`src/rtl/demux_route_feeder.sv`:
```
// -----------------------------------------------------------------------------
// demux_route_feeder
//
// Upstream feeder for a 1-to-3 byte demux (outputs A/B/C). Requests of the
// form {destination, byte} are accepted over a valid/ready handshake and
// buffered in a small FIFO. The output stage presents one destination per
// cycle on registered out/sel lines. Destination 0 broadcasts the byte to
// A, B and C on three consecutive cycles.
//
// Ports:
//   clk       in   rising-edge clock
//   rst       in   asynchronous, active-high reset
//   in_data   in   byte to route
//   in_dest   in   0=broadcast, 1=A, 2=B, 3=C
//   in_valid  in   request present
//   in_ready  out  FIFO can accept (derived from registered count only)
//   hold      in   downstream stall; freezes the output stage
//   out       out  data to demux
//   sel       out  demux select: A=001, B=010, C=011, idle=000
//   out_valid out  out/sel carry a live routing
//   count     out  FIFO occupancy
//   busy      out  output stage active or FIFO non-empty
// -----------------------------------------------------------------------------
module demux_route_feeder #(
  parameter int WIDTH = 8,
  parameter int DEPTH = 4   // power of 2, minimum 2
) (
  input  logic                     clk,
  input  logic                     rst,
  input  logic [WIDTH-1:0]         in_data,
  input  logic [1:0]               in_dest,
  input  logic                     in_valid,
  output logic                     in_ready,
  input  logic                     hold,
  output logic [WIDTH-1:0]         out,
  output logic [2:0]               sel,
  output logic                     out_valid,
  output logic [$clog2(DEPTH):0]   count,
  output logic                     busy
);

  localparam int AW = $clog2(DEPTH);
  localparam int CW = AW + 1;

  typedef enum logic [2:0] {
    S_IDLE,
    S_ONE,
    S_BC_A,
    S_BC_B,
    S_BC_C
  } state_t;

  localparam logic [2:0] SEL_IDLE = 3'b000;
  localparam logic [2:0] SEL_A    = 3'b001;
  localparam logic [2:0] SEL_B    = 3'b010;
  localparam logic [2:0] SEL_C    = 3'b011;

  state_t            state;
  logic [WIDTH+1:0]  mem [DEPTH];
  logic [AW-1:0]     wr_ptr;
  logic [AW-1:0]     rd_ptr;
  logic              push;
  logic              load;
  logic              can_load;
  logic [1:0]        head_dest;
  logic [WIDTH-1:0]  head_data;

  // Ready depends on the registered count only, so a pop in the same cycle
  // never opens a slot early.
  assign in_ready  = (count != CW'(DEPTH));
  assign push      = in_valid && in_ready;

  // A new entry may be loaded when the stage is idle or finishing its last
  // beat (single routing or third broadcast beat).
  assign can_load  = (state == S_IDLE) || (state == S_ONE) || (state == S_BC_C);
  assign load      = !hold && (count != '0) && can_load;

  assign head_dest = mem[rd_ptr][WIDTH+1:WIDTH];
  assign head_data = mem[rd_ptr][WIDTH-1:0];

  assign busy      = (state != S_IDLE) || (count != '0);

  // NOTE: the storage array has no reset; stale entries are unreachable once
  // the pointers and count are cleared, and leaving it unreset keeps it a
  // plain register file / RAM.
  always_ff @(posedge clk) begin
    if (push) begin
      mem[wr_ptr] <= {in_dest, in_data};
    end
  end

  // Pointers wrap naturally because DEPTH is a power of two.
  always_ff @(posedge clk or posedge rst) begin
    if (rst) begin
      wr_ptr <= '0;
      rd_ptr <= '0;
      count  <= '0;
    end else begin
      if (push) wr_ptr <= wr_ptr + 1'b1;
      if (load) rd_ptr <= rd_ptr + 1'b1;
      unique case ({push, load})
        2'b10:   count <= count + 1'b1;
        2'b01:   count <= count - 1'b1;
        default: count <= count;
      endcase
    end
  end

  // Output stage: state and all outputs registered together.
  always_ff @(posedge clk or posedge rst) begin
    if (rst) begin
      state     <= S_IDLE;
      out       <= '0;
      sel       <= SEL_IDLE;
      out_valid <= 1'b0;
    end else if (!hold) begin
      unique case (state)
        S_IDLE, S_ONE, S_BC_C: begin
          if (load) begin
            out       <= head_data;
            out_valid <= 1'b1;
            if (head_dest == 2'd0) begin
              state <= S_BC_A;
              sel   <= SEL_A;
            end else begin
              state <= S_ONE;
              sel   <= {1'b0, head_dest};
            end
          end else begin
            state     <= S_IDLE;
            out       <= '0;
            sel       <= SEL_IDLE;
            out_valid <= 1'b0;
          end
        end
        // Broadcast beats keep out unchanged and only step sel.
        S_BC_A: begin
          state <= S_BC_B;
          sel   <= SEL_B;
        end
        S_BC_B: begin
          state <= S_BC_C;
          sel   <= SEL_C;
        end
        default: begin
          state     <= S_IDLE;
          out       <= '0;
          sel       <= SEL_IDLE;
          out_valid <= 1'b0;
        end
      endcase
    end
  end

endmodule

```
`config.mk`:
```
export PLATFORM = sky130hd
export DESIGN_NAME = demux_route_feeder
export DESIGN_NICKNAME = d
export VERILOG_FILES = /design/src/rtl/demux_route_feeder.sv
export SDC_FILE = /design/constraint.sdc
export NUM_CORES = 1
export LEC_CHECK = 0
export ABC_CLOCK_PERIOD_IN_PS = 4600
export CORE_ASPECT_RATIO = 0.5
export CORE_UTILIZATION = 45
export DETAILED_ROUTE_END_ITERATION = 10
export GPL_ROUTABILITY_DRIVEN = 1
export PLACE_DENSITY = 0.66
export SETUP_SLACK_MARGIN = 0.3
export SYNTH_ARGS = -nofsm -noshare
export SYNTH_HDL_FRONTEND = slang
export SYNTH_SLANG_ARGS = --single-unit
```
`constraint.sdc`:
```
create_clock -name clk -period 4.6 [get_ports clk]
set_input_delay 0.92 -clock clk [delete_from_list [all_inputs] [get_ports clk]]
set_output_delay 0.92 -clock clk [all_outputs]
set_load 0.01 [all_outputs]
```
Word-level counts from Yosys, hierarchy flattened
Memory sizes are Yosys's and may differ from the RTL's. Index checks and enable logic that the tools add are counted.

Flip-flop bits (word level): 22. Memory bits (writable): 40. Output and inout port bits: 17. Logic and storage cells: 49. Memories kept: 1.

Memories: mem (words 4, width 10, read ports 1, clocked after Yosys merged registers in 0, write ports 1, RTL line 59) `logic [WIDTH+1:0] mem [DEPTH];`.

Add/sub/neg operators: 4. Equal/unequal tests: 7. Muxes and demuxes: 13. Bitwise gates (word level): 2. Reductions and logical operators: 15.

Operators with widths (number): $pmux 3 s3 (2); $pmux 8 s2 (1); $mux 8 (1); $eq 3x2->1 const B (2); $mux 3 (2); $pmux 3 s2 (1); $reduce_bool 3->1 (2); $add 2x1->2 const B (2); $mux 2 (2); $add 3x1->3 const B (1); $eq 3x1->1 const B (1); $eq 3x3->1 const B (1); $logic_and 1x1->1 (3); $logic_not 3->1 (1); $logic_or 1x1->1 (3); $mux 1 (3); $ne 3x3->1 const B (1); $reduce_or 3->1 (1); $sub 3x1->3 const B (1); $eq 2x1->1 const B (1); $eq 2x2->1 const B (1); $logic_not 2->1 (1); $not 1->1 (2); $pmux 1 s2 (1); other kinds (4) (4).

Logic depth before layout (Yosys ltp)
Depth in word-level cells: 6. Mapped depth: 11.

Worst setup path after synthesis
Ideal clock, no wire load.

Kind: input -> register. Start point: input port hold. End point: register count[2]. Library setup time: 79 ps. Arrival time: 2689 ps. Setup slack: 1832 ps. Stages on the path: 11. Path buffers: 2. Cells stage by stage: buf_2 a211oi_1 nand2_1 inv_1 buf_4 ha_1 inv_1 fa_1 xor2_1 nor2_1 xor2_1.

Cells in the longest elaborated chain, start to end: 5. Elaborated cells on any way between the ends: 7. Classes of those cells: 2 x eq/ne; 1 x mux; 4 x reduce/logical.

Ends and longest elaborated chain: from (decl) (RTL line 34) `input logic hold,`; $logic_not 1->1 *; $logic_and 1x1->1 * (2 in a row) (RTL line 76) `assign load = !hold && (count != '0) && can_load;`; $eq 2x1->1 or $eq 2x2->1 (tied branches) (RTL line 101) `unique case ({push, load})`; $pmux 3 s2 or $reduce_bool 2->1 (tied branches); to (signal assigned) (RTL line 102) `2'b10: count <= count + 1'b1;`; to (signal assigned) (RTL line 103) `2'b01: count <= count - 1'b1;`; to (signal assigned) (RTL line 104) `default: count <= count;`; to (decl) (RTL line 38) `output logic [$clog2(DEPTH):0] count,`.

Mark *: on every way between the ends. The rest lies on a longest branch, timed or not. A chain may end at the register's enable or synchronous reset.

Worst setup path after layout
Ends and elaborated chain as after synthesis.

==> summary.txt <==
Synth
  – Synth cell types: 32
  – Register area share after synthesis: 0.709
  – Total of warnings raised by yosys: 0
  – Number of enable-type register cells in the synthesized netlist: 40
  – Number of synthesized register bits: 61
  – Share of synthesized flip-flops with an asynchronous set or reset: 0.344
  – Cell area after synthesis: 2440 µm²
  – Cell count after synthesis: 137
  – Post-synthesis net count: 157
  – Mapped Avg Cell Area: 17.8 µm²
  – Primary flip-flop cell chosen by synthesis mapping: sky130_fd_sc_hd__edfxtp_1

Global route
  – Global-route wire length before repair: 6.45 mm
  – Overflow after GRT: 0
  – Initial antenna violation count: 0
  – Vias in the first global route: 1236
  – Total global routing track utilization: 0.166
  – Largest net degree at the start of global routing: 22

Die
  – Number of I/O pins: 31
  – Starting density of the core: 0.481
  – Height of the chip: 54.0 µm
  – Overall die area: 5730 µm²
  – Die extent in x: 106 µm
  – Total number of placement rows: 18
  – Area of the core: 5070 µm²

Worst setup path
  – Worst flop-to-flop path endpoint: count[2]$_DFFE_PP0P_
  – Worst path cell trace: clkdlybuf4s50_1, a211oi_1, nand2_1, inv_1, buf_4, ha_1, inv_1, fa_1, xor2_1, nor2_1, xor2_1
  – Critical Path AT: 3470 ps
  – WP buf/inv: 4
  – Kind of launch point of the worst setup path: input pin
  – Delay of the slowest critical-path stage: 570 ps
  – Peak fanout along the critical path: 12
  – Standard cell with the maximum stage delay on the critical path: sky130_fd_sc_hd__clkdlybuf4s50_1
  – Reg-to-reg setup timing slack: 2110 ps
  – Data required time at the worst endpoint: 4860 ps
  – Crit. Startpoint: hold
  – Worst setup path class: in -> reg
  – Worst-case reg-to-reg path depth: 10
  – Worst reg2reg path startpoint: state[2]$_DFFE_PP0N_
  – Worst setup EP type: flip-flop
  – Crit-path leading delay family: buffers and inverters

Status
  – Status: completed

Pwr
  – Share of total power in sequential cells: 0.441
  – Final total power: 2.01 mW
  – Int Power: 1.42 mW
  – Combinational cell fraction of total power: 0.306
  – Power density cells: 671 nW/µm²
  – Part of the total power dissipated in the clock network: 0.253
  – Leakage power total: 1.15 nW
  – Maximum vdd ir drop: 0.325 mV
  – Switching power of the nets: 0.590 mW
  – Switching part of the total power: 0.293

Timing
  – Final Max Slew Viols: 0
  – Accumulated negative setup slack: 0 ps
  – Setup repair after global routing missed its margin: no
  – Worst Tran Pin Value: 870 ps
  – Worst max-slew margin expressed relative to the limit: 0.419
  – Final critical-path required period: 3210 ps
  – Number of hold violations in the final report: 0
  – Minimum setup slack in the final design: 1390 ps
  – Setup-violating endpoint count in the final report: 0
  – Post-Route Skew: 5.20 ps
  – Highest clock rate: 312 MHz
  – Period utilization: 0.698

Finish
  – Most used cells in the layout excluding fill and tap cells: sky130_fd_sc_hd__edfxtp_1, sky130_fd_sc_hd__clkdlybuf4s50_1, sky130_fd_sc_hd__dfrtp_1
  – Layout-stage area growth over the synthesis result: 23.3%
  – Count of nets after finishing: 192
  – Antenna cell count: 0
  – Layout cell share with drive strength beyond 1: 0.158
  – Most common cell after layout, fill and taps aside: sky130_fd_sc_hd__edfxtp_1
  – Non-filler cells in the finished layout: 247

Min path
  – Hold-critical path endpoint: out_valid$_DFFE_PP0P_
  – Hold path start: out_valid$_DFFE_PP0P_
  – Type of the most critical hold path: reg -> reg
  – Count of cells along the worst hold path: 1

Clock tree
  – Clk sink count: 61
  – Clock slew at reported path FFs: 70 ps
  – CTS buffer count: 9
  – TritonCTS clock tree: built
  – Clock Path Buffers: 2
  – Root buffer selected by CTS: sky130_fd_sc_hd__clkbuf_8
  – Setup Fix Bufs, Post-CTS: 0
  – Later-pin clock latency in the skew report: 330 ps
  – Post-CTS sizing: 0
  – Depth of the CTS H-tree: 3
  – Number of hold buffers added after CTS: 0

Place
  – Buffers added on ports: 29
  – Placed cells: 231
  – Placer's final routability congestion estimate: 0.772
  – Worst setup slack before clock tree synthesis: 1120 ps
  – Hpwl dp: 2.72 mm

Route
  – Final routed wirelength across all metal layers: 4.17 mm
  – Routed wire length per instance: 16.9 µm
  – Total iterations of the first detailed-routing run: 4
  – Total number of vias: 1283
  – Via density per instance: 5.19
  – Post-detailed-route DRC marker count: 0
  – DRT iter0 DRCs: 41
  – Count of antenna-violating nets left after detailed routing: 0

Job
  – Maximum capacitance violations: 0
stage by stage:
stage,hold slack (ps),util,area (µm²)
3_3_place_gp,465,0.550,2790
3_5_place_dp,469,0.550,2790
5_1_grt,502,0.593,3000
2_1_floorplan,518,-,2440
4_1_cts,484,0.593,3000
6_report,477,0.593,3000
worst max path at each step:
| stage | end | slack [ps] | depth (start not counted) |
|---|---|---|---|
| floorplan | count[2]$_DFFE_PP0P_ | 1830 | 11 |
| detailed placement | count[2]$_DFFE_PP0P_ | 1120 | 11 |
| finish | count[2]$_DFFE_PP0P_ | 1390 | 11 |
| global placement | count[2]$_DFFE_PP0P_ | 1270 | 11 |
| CTS | count[2]$_DFFE_PP0P_ | 1450 | 11 |
| global route | count[2]$_DFFE_PP0P_ | 1260 | 11 |
cell usage after synthesis, types with 2 or more instances:
cell type | count | area share
sky130_fd_sc_hd__buf_2 | 3 | 0.0062
sky130_fd_sc_hd__inv_1 | 9 | 0.014
sky130_fd_sc_hd__nand2b_1 | 3 | 0.0077
sky130_fd_sc_hd__a221o_1 | 2 | 0.0082
sky130_fd_sc_hd__xor2_1 | 2 | 0.0072
sky130_fd_sc_hd__ha_1 | 5 | 0.026
sky130_fd_sc_hd__xnor2_1 | 4 | 0.014
sky130_fd_sc_hd__nand2_1 | 2 | 0.0031
sky130_fd_sc_hd__a21o_1 | 2 | 0.0062
sky130_fd_sc_hd__a22o_1 | 8 | 0.029
sky130_fd_sc_hd__edfxtp_1 | 40 | 0.49
sky130_fd_sc_hd__mux4_2 | 10 | 0.092
sky130_fd_sc_hd__nor2_1 | 3 | 0.0046
sky130_fd_sc_hd__o21ai_0 | 2 | 0.0041
sky130_fd_sc_hd__buf_4 | 2 | 0.0062
sky130_fd_sc_hd__dfrtp_1 | 21 | 0.22
sky130_fd_sc_hd__and3_1 | 4 | 0.010
final cells by class:
type	count	area (µm²)
fillers	383	2060
flip-flops and latches	61	1730
multi-input cells	61	642
repair buffers	30	298
clock buffers	11	141
well taps	70	87.6
clock inverters	5	73.8
inverters	9	33.8
flip-flops by register name (all words and copies together), names as in the netlist:
| name | flops |
|---|---|
| rd_ptr | 2 |
| mem | 40 |
| sel | 2 |
| wr_ptr | 2 |
| state | 3 |
| count | 3 |
| out_valid | 1 |
| out | 8 |
power by group through the flow:
stage / Clock, mW / Sequential, mW / Combinational (mW)
3_5_place_dp: 0 / 0.902 / 0.619
4_1_cts: 0.523 / 0.892 / 0.623
3_3_place_gp: 0 / 0.901 / 0.606
2_1_floorplan: 0 / 0.864 / 0.408
5_1_grt: 0.543 / 0.911 / 0.674
6_report: 0.510 / 0.889 / 0.616
metal layers:
layer,routed length [µm],GRT usage,vias up
met5,0,0,-
met4,26,0.0556,0
met3,226,0.0799,4
met2,1910,0.248,31
met1,2010,0.215,659
li1,-,-,589
kinds of logic after synthesis:
family	Yosys count	share of synthesized area
DFF	61	0.709
buffers and inverters	15	0.0277
other	1	0.00154
adders and majority gates	6	0.0339
xor gates and xnor gates	6	0.0216
AOI/OAI and AO/OA	17	0.0560
and+or+nand+nor	19	0.0493
muxes	12	0.101
No activity file was read; power rests on OpenSTA's default activity.
